`src/rtl/ps2_frame_if.sv`:
```
// PS/2 pin and scan-code bundle between the keyboard pins and the frame receiver.
// The slave modport is the receiver's view; the master modport is the pin driver / consumer view.
interface ps2_frame_if;
    logic       kb_clk;
    logic       kb_data;
    logic [7:0] sc;
    logic       sc_valid;
    logic       sc_release;
    logic       frame_err;

    modport master (
        output kb_clk, kb_data,
        input  sc, sc_valid, sc_release, frame_err
    );

    modport slave (
        input  kb_clk, kb_data,
        output sc, sc_valid, sc_release, frame_err
    );
endinterface

```
`src/rtl/ps2_frame_receiver.sv`:
```
// PS/2 keyboard front end: synchronizes kb_clk/kb_data, deframes 11-bit frames, tracks the 0xF0 break prefix.
// Optional odd-parity enforcement is enabled by defining PS2_PARITY_CHECK_EN.
module ps2_frame_receiver #(
    parameter int SYNC_STAGES    = 2,
    parameter int TIMEOUT_CYCLES = 5000
) (
    input  logic         clk,
    input  logic         rst,
    ps2_frame_if.slave   bus
);
    localparam int TW = $clog2(TIMEOUT_CYCLES);

    typedef enum logic [1:0] {IDLE, DATA, PARITY, STOP} state_t;

    logic [SYNC_STAGES-1:0] clk_sync_q, clk_sync_d;
    logic [SYNC_STAGES-1:0] data_sync_q, data_sync_d;
    logic                   clk_hist_q, clk_hist_d;

    state_t     state_q, state_d;
    logic [2:0] bit_cnt_q, bit_cnt_d;
    logic [7:0] shift_q, shift_d;
    logic       par_q, par_d;
    logic       brk_pend_q, brk_pend_d;
    logic [7:0] sc_q, sc_d;
    logic       sc_release_q, sc_release_d;
    logic       sc_valid_q, sc_valid_d;
    logic       frame_err_q, frame_err_d;
    logic [TW-1:0] tmo_q, tmo_d;

    logic fe;
    logic d;
    logic parity_ok;

    // Data goes through the same depth as the clock so the sampled bit lines up with fe.
    always_comb begin
        clk_sync_d  = {clk_sync_q[SYNC_STAGES-2:0], bus.kb_clk};
        data_sync_d = {data_sync_q[SYNC_STAGES-2:0], bus.kb_data};
        clk_hist_d  = clk_sync_q[SYNC_STAGES-1];
    end

    assign fe = clk_hist_q & ~clk_sync_q[SYNC_STAGES-1];
    assign d  = data_sync_q[SYNC_STAGES-1];

`ifdef PS2_PARITY_CHECK_EN
    assign parity_ok = ^{shift_q, par_q};
`else
    assign parity_ok = 1'b1;
`endif

    always_comb begin
        state_d      = state_q;
        bit_cnt_d    = bit_cnt_q;
        shift_d      = shift_q;
        par_d        = par_q;
        brk_pend_d   = brk_pend_q;
        sc_d         = sc_q;
        sc_release_d = sc_release_q;
        sc_valid_d   = 1'b0;
        frame_err_d  = 1'b0;

        if (state_q == IDLE || fe) begin
            tmo_d = '0;
        end else begin
            tmo_d = tmo_q + TW'(1);
        end

        // Expiry takes priority over a coincident fe, which is then consumed.
        if (state_q != IDLE && tmo_q == TW'(TIMEOUT_CYCLES - 1)) begin
            state_d     = IDLE;
            tmo_d       = '0;
            frame_err_d = 1'b1;
            brk_pend_d  = 1'b0;
        end else if (fe) begin
            case (state_q)
                IDLE: begin
                    if (!d) begin
                        state_d   = DATA;
                        bit_cnt_d = 3'd0;
                    end else begin
                        frame_err_d = 1'b1;
                        brk_pend_d  = 1'b0;
                    end
                end
                DATA: begin
                    shift_d   = {d, shift_q[7:1]};
                    bit_cnt_d = bit_cnt_q + 3'd1;
                    if (bit_cnt_q == 3'd7) begin
                        state_d = PARITY;
                    end
                end
                PARITY: begin
                    par_d   = d;
                    state_d = STOP;
                end
                STOP: begin
                    state_d = IDLE;
                    if (d && parity_ok) begin
                        if (shift_q == 8'hF0) begin
                            brk_pend_d = 1'b1;
                        end else begin
                            sc_d         = shift_q;
                            sc_release_d = brk_pend_q;
                            sc_valid_d   = 1'b1;
                            brk_pend_d   = 1'b0;
                        end
                    end else begin
                        frame_err_d = 1'b1;
                        brk_pend_d  = 1'b0;
                    end
                end
                default: state_d = IDLE;
            endcase
        end
    end

    // Sync and history flops reset high so reset release can never look like a falling edge.
    always_ff @(posedge clk or posedge rst) begin
        if (rst) begin
            clk_sync_q   <= '1;
            data_sync_q  <= '1;
            clk_hist_q   <= 1'b1;
            state_q      <= IDLE;
            bit_cnt_q    <= 3'd0;
            shift_q      <= 8'h00;
            par_q        <= 1'b0;
            brk_pend_q   <= 1'b0;
            sc_q         <= 8'h00;
            sc_release_q <= 1'b0;
            sc_valid_q   <= 1'b0;
            frame_err_q  <= 1'b0;
            tmo_q        <= '0;
        end else begin
            clk_sync_q   <= clk_sync_d;
            data_sync_q  <= data_sync_d;
            clk_hist_q   <= clk_hist_d;
            state_q      <= state_d;
            bit_cnt_q    <= bit_cnt_d;
            shift_q      <= shift_d;
            par_q        <= par_d;
            brk_pend_q   <= brk_pend_d;
            sc_q         <= sc_d;
            sc_release_q <= sc_release_d;
            sc_valid_q   <= sc_valid_d;
            frame_err_q  <= frame_err_d;
            tmo_q        <= tmo_d;
        end
    end

    assign bus.sc         = sc_q;
    assign bus.sc_release = sc_release_q;
    assign bus.sc_valid   = sc_valid_q;
    assign bus.frame_err  = frame_err_q;
endmodule

```
`src/flat_wrapper.sv`:
```
// flat-port wrapper written by rule: the top's interface ports become plain ports
module ps2_frame_receiver_flat 
#(
    parameter int SYNC_STAGES    = 2,
    parameter int TIMEOUT_CYCLES = 5000
)
  (clk, rst, bus_kb_clk, bus_kb_data, bus_sc, bus_sc_valid, bus_sc_release, bus_frame_err);
  ps2_frame_if bus_i ();
  input  logic clk;
  input  logic rst;
  input wire logic [$bits(bus_i.kb_clk)-1:0] bus_kb_clk;
  input wire logic [$bits(bus_i.kb_data)-1:0] bus_kb_data;
  output wire logic [$bits(bus_i.sc)-1:0] bus_sc;
  output wire logic [$bits(bus_i.sc_valid)-1:0] bus_sc_valid;
  output wire logic [$bits(bus_i.sc_release)-1:0] bus_sc_release;
  output wire logic [$bits(bus_i.frame_err)-1:0] bus_frame_err;
  assign bus_i.kb_clk = bus_kb_clk;
  assign bus_i.kb_data = bus_kb_data;
  assign bus_sc = bus_i.sc;
  assign bus_sc_valid = bus_i.sc_valid;
  assign bus_sc_release = bus_i.sc_release;
  assign bus_frame_err = bus_i.frame_err;
  ps2_frame_receiver #(.SYNC_STAGES(SYNC_STAGES), .TIMEOUT_CYCLES(TIMEOUT_CYCLES)) u_core (.clk(clk), .rst(rst), .bus(bus_i));
endmodule
```
`config.mk`:
```
export PLATFORM = sky130hd
export DESIGN_NAME = ps2_frame_receiver_flat
export DESIGN_NICKNAME = d
export VERILOG_FILES = /design/src/rtl/ps2_frame_if.sv /design/src/rtl/ps2_frame_receiver.sv /design/src/flat_wrapper.sv
export SDC_FILE = /design/constraint.sdc
export NUM_CORES = 1
export LEC_CHECK = 0
export BUFFER_PORTS_ARGS = -buffer_cell sky130_fd_sc_hd__buf_2
export CORE_MARGIN = 8
export CORE_UTILIZATION = 44
export CTS_CLUSTER_SIZE = 14
export DETAILED_ROUTE_END_ITERATION = 8
export GPL_TIMING_DRIVEN = 0
export PLACE_DENSITY = 0.57
export SYNTH_ARGS = -nofsm -noshare
export SYNTH_HDL_FRONTEND = slang
export SYNTH_SLANG_ARGS = --single-unit
```
`constraint.sdc`:
```
create_clock -name clk -period 2.4 [get_ports clk]
set_input_delay 0.12 -clock clk [delete_from_list [all_inputs] [get_ports clk]]
set_output_delay 0.12 -clock clk [all_outputs]
set_load 0.05 [all_outputs]
```
==> key figures <==
Run status
  • Outcome: finished clean

Drt
  • DRC violations left: 0
  • DRT iter0 DRCs: 55
  • Pre-antenna DRT Iters: 4
  • WL per Instance: 14.7 um
  • Overall routed net length: 3.35 mm
  • Via/cell ratio: 5.35
  • Remaining antenna violation count: 0
  • Vias: 1215

Critical path
  • Worst EP arrival: 2.33 ns
  • Setup crit start kind: flip-flop
  • Kind of critical path: flip-flop to flip-flop
  • CP max FO: 10
  • Req. time, crit path: 2.57 ns
  • Crit path capture type: flip-flop

Global route
  • Tot GR Track Use: 10.2%
  • Global-route wire length before repair: 6.00 mm
  • Global route total overflow: 0
  • Largest net degree at the start of global routing: 44
  • Initial antenna violation count: 0
  • Vias in the first global route: 1330

Layout
  • Final core occ: 51.2%
  • Final nets: 185
  • Fill cells: 392
  • Antenna cells: 0
  • Design area: 0.00221 mm^2
  • Share of layout cells above drive strength 1: 29.1%
  • Area growth, synth to finish: 12.1%
  • Layout Cells excl Fill: 227

Job
  • Total of max-cap violations: 0

Timing
  • Final setup viols: 0
  • Slew Limit Fails: 0
  • Final Hold Viols: 0
  • Sum Neg Setup Slack: 0 ns
  • Final worst slack: 0.246 ns
  • Worst-Margin Slew: 0.868 ns
  • Peak Freq: 0.464 GHz
  • RSZ-0062 raised after global routing: false
  • Fin Clk Skew: 0.00897 ns
  • Tightest hold margin: 0.00672 ns
  • Crit path time final: 2.15 ns
  • Normalized max-slew margin: 42.1%
  • Period utilization: 89.7%

Floorplan
  • Die width: 83.0 um
  • Core area: 0.00432 mm^2
  • Die Area: 0.00688 mm^2
  • # IOs: 15
  • Starting Density: 45.6%
  • FP Rows: 24
  • Die H: 83.0 um

Synthesis
  • Post-synthesis sequential area ratio: 54.9%
  • Cells after synthesis: 151
  • Synthesized Nets: 162
  • FF+latch count, synth: 43
  • Warnings, synthesis: 0
  • Post-Syn Area per Cell: 13.1 um^2
  • Library cells used by synthesis: 36
  • Mapped Area: 0.00197 mm^2

Power
  • Pwr per Cell Area: 977 mW/mm^2
  • NetSw: 760 uW
  • Clock network power share: 19.7%
  • Comb pwr share: 33.3%
  • P_leak: 1.06 nW
  • Sw frac: 35.2%
  • Internal: 1.40 mW
  • Flop pwr share: 47.1%
  • Total power: 2.16 mW
  • Worst VDD drop: 0.000408 V

Clock tree
  • Post-CTS sizing: 0
  • Clock transition at path regs: 0.08 ns
  • Max clock buf depth: 2
  • Clock Latency Late Sink: 0.29 ns
  • Clk sinks: 43
  • Root Buffer: clkbuf_8
  • Inserted Clock Buffers: 5
  • CTS H-tree depth: 2
  • CTS tree: yes

Place
  • Placed cell areas: 0.00211 mm^2
  • Inst Count DP: 217
  • Pre-CTS setup slack: 0.222 ns
  • # port buffers: 14
  • Post-DP HPWL: 2.43 mm
  • Placer congestion estimate: 0.763

Min path
  • Worst Hold Class: primary input to asynchronous set/reset pin
routing by layer:
metal | GRT usage, % | up-vias | share of wire [%]
li1 | - | 575 | -
met1 | 11.2 | 617 | 44
met2 | 17.6 | 18 | 50
met3 | 3.91 | 5 | 4.6
met4 | 3.35 | 0 | 1.5
met5 | 0 | - | 0
cells in the mapped netlist:
master,instances,area [um^2]
nand4_1,5,31.3
a21oi_1,1,5.00
clkbuf_1,2,7.51
xnor2_1,8,70.1
ha_1,7,87.6
nand2_1,6,22.5
o21a_1,1,7.51
o21ai_0,4,20.0
a32o_1,3,30.0
nor2_1,17,63.8
nand3_1,3,15.0
and3_4,1,11.3
a21o_1,1,7.51
nor4b_4,1,23.8
o31ai_1,1,7.51
o2111ai_1,1,8.76
inv_1,7,26.3
nor4_4,1,21.3
buf_6,2,22.5
mux2_4,16,240
a21boi_0,2,15.0
nor2b_1,1,6.26
dfrtp_1,38,951
nor3b_1,1,7.51
nor4_1,1,6.26
nand4b_4,1,23.8
o311a_1,1,10.0
and2_1,1,6.26
nor3_1,4,20.0
xor2_1,3,26.3
mux2_2,1,11.3
and3_1,1,6.26
dfstp_2,5,131
or4_1,1,7.51
a22o_1,1,8.76
nand2b_1,1,6.26
worst max-delay path, stage by stage, from the launching register on:
cell and delay (ns):
dfrtp_1 0.40, inv_1 0.10, ha_1 0.14, clkbuf_1 0.35
nor4_4 0.07, nand4b_4 0.15, nor3b_1 0.27, buf_6 0.22
mux2_4 0.32
logic make-up (layout without fill, tap and decap cells):
group | count (synthesis) | in the layout | synth area share, %
buf+inv | 11 | 35 | 2.85
fa+ha+maj | 7 | 7 | 4.44
mux | 17 | 17 | 12.7
xor+xnor | 11 | 11 | 4.88
compound gates | 16 | 16 | 6.09
simple gates | 46 | 46 | 14.1
flops | 43 | 43 | 54.9
timing repair:
item,CTS,global route
setup buffers,0,0
hold endpoints to repair,2,0
hold buffers,2,0
layout by cell type, fill, tap and decap left out, types with 4 or more instances in the layout:
| cell type | count |
|---|---|
| nand2_1 | 6 |
| dfrtp_1 | 38 |
| o21ai_0 | 4 |
| clkbuf_8 | 5 |
| ha_1 | 7 |
| nand4_1 | 5 |
| nor3_1 | 4 |
| inv_1 | 6 |
| nor2_1 | 17 |
| buf_2 | 14 |
| xnor2_1 | 8 |
| mux2_4 | 16 |
| dfstp_2 | 5 |
sequential cells by signal, indices dropped and copies added (netlist names):
register and cells:
u_core.tmo_q 13, u_core.bus.sc 8, u_core.shift_q 8, u_core.bit_cnt_q 3, u_core.clk_sync_q 2, u_core.data_sync_q 2
u_core.state_q 2, u_core.brk_pend_q 1, u_core.bus.frame_err 1, u_core.bus.sc_release 1, u_core.bus.sc_valid 1, u_core.clk_hist_q 1
power by group through the flow:
| stage | clock network (mW) | logic, mW | registers, mW |
|---|---|---|---|
| floorplan | 0 | 0.443 | 1.14 |
| global placement | 0 | 0.698 | 1.02 |
| detailed placement | 0 | 0.729 | 1.03 |
| CTS | 0.449 | 0.733 | 1.02 |
| global route | 0.481 | 0.789 | 1.05 |
| finish | 0.425 | 0.719 | 1.02 |
worst paths after layout:
path                                           start              endpoint  slack [ns]  cells after the start
worst max-delay path               u_core.state_q[1]      u_core.bus.sc[2]        0.25                      8
worst min register to register  u_core.clk_sync_q[0]  u_core.clk_sync_q[1]        0.36                      0
max in group asynchronous                        rst   u_core.bit_cnt_q[0]        1.84                      2
worst max register to register     u_core.state_q[1]      u_core.bus.sc[2]        0.25                      8
worst min-delay path                             rst     u_core.shift_q[1]       0.007                      2
min in group clk                u_core.clk_sync_q[0]  u_core.clk_sync_q[1]        0.36                      0
area by class of cell:
cell class	instances	area, um^2	share of cell area, %
clock buffers	5	68.8	3.11
flip-flops and latches	43	1080	48.9
inverters	7	26.3	1.19
repair buffers	16	90.1	4.07
well taps	52	65.1	2.94
multi-input cells	97	835	37.7
clock inverters	3	15.0	0.679
plain buffers	4	30.0	1.36
Note: power is estimated with default switching activity, not from simulation.
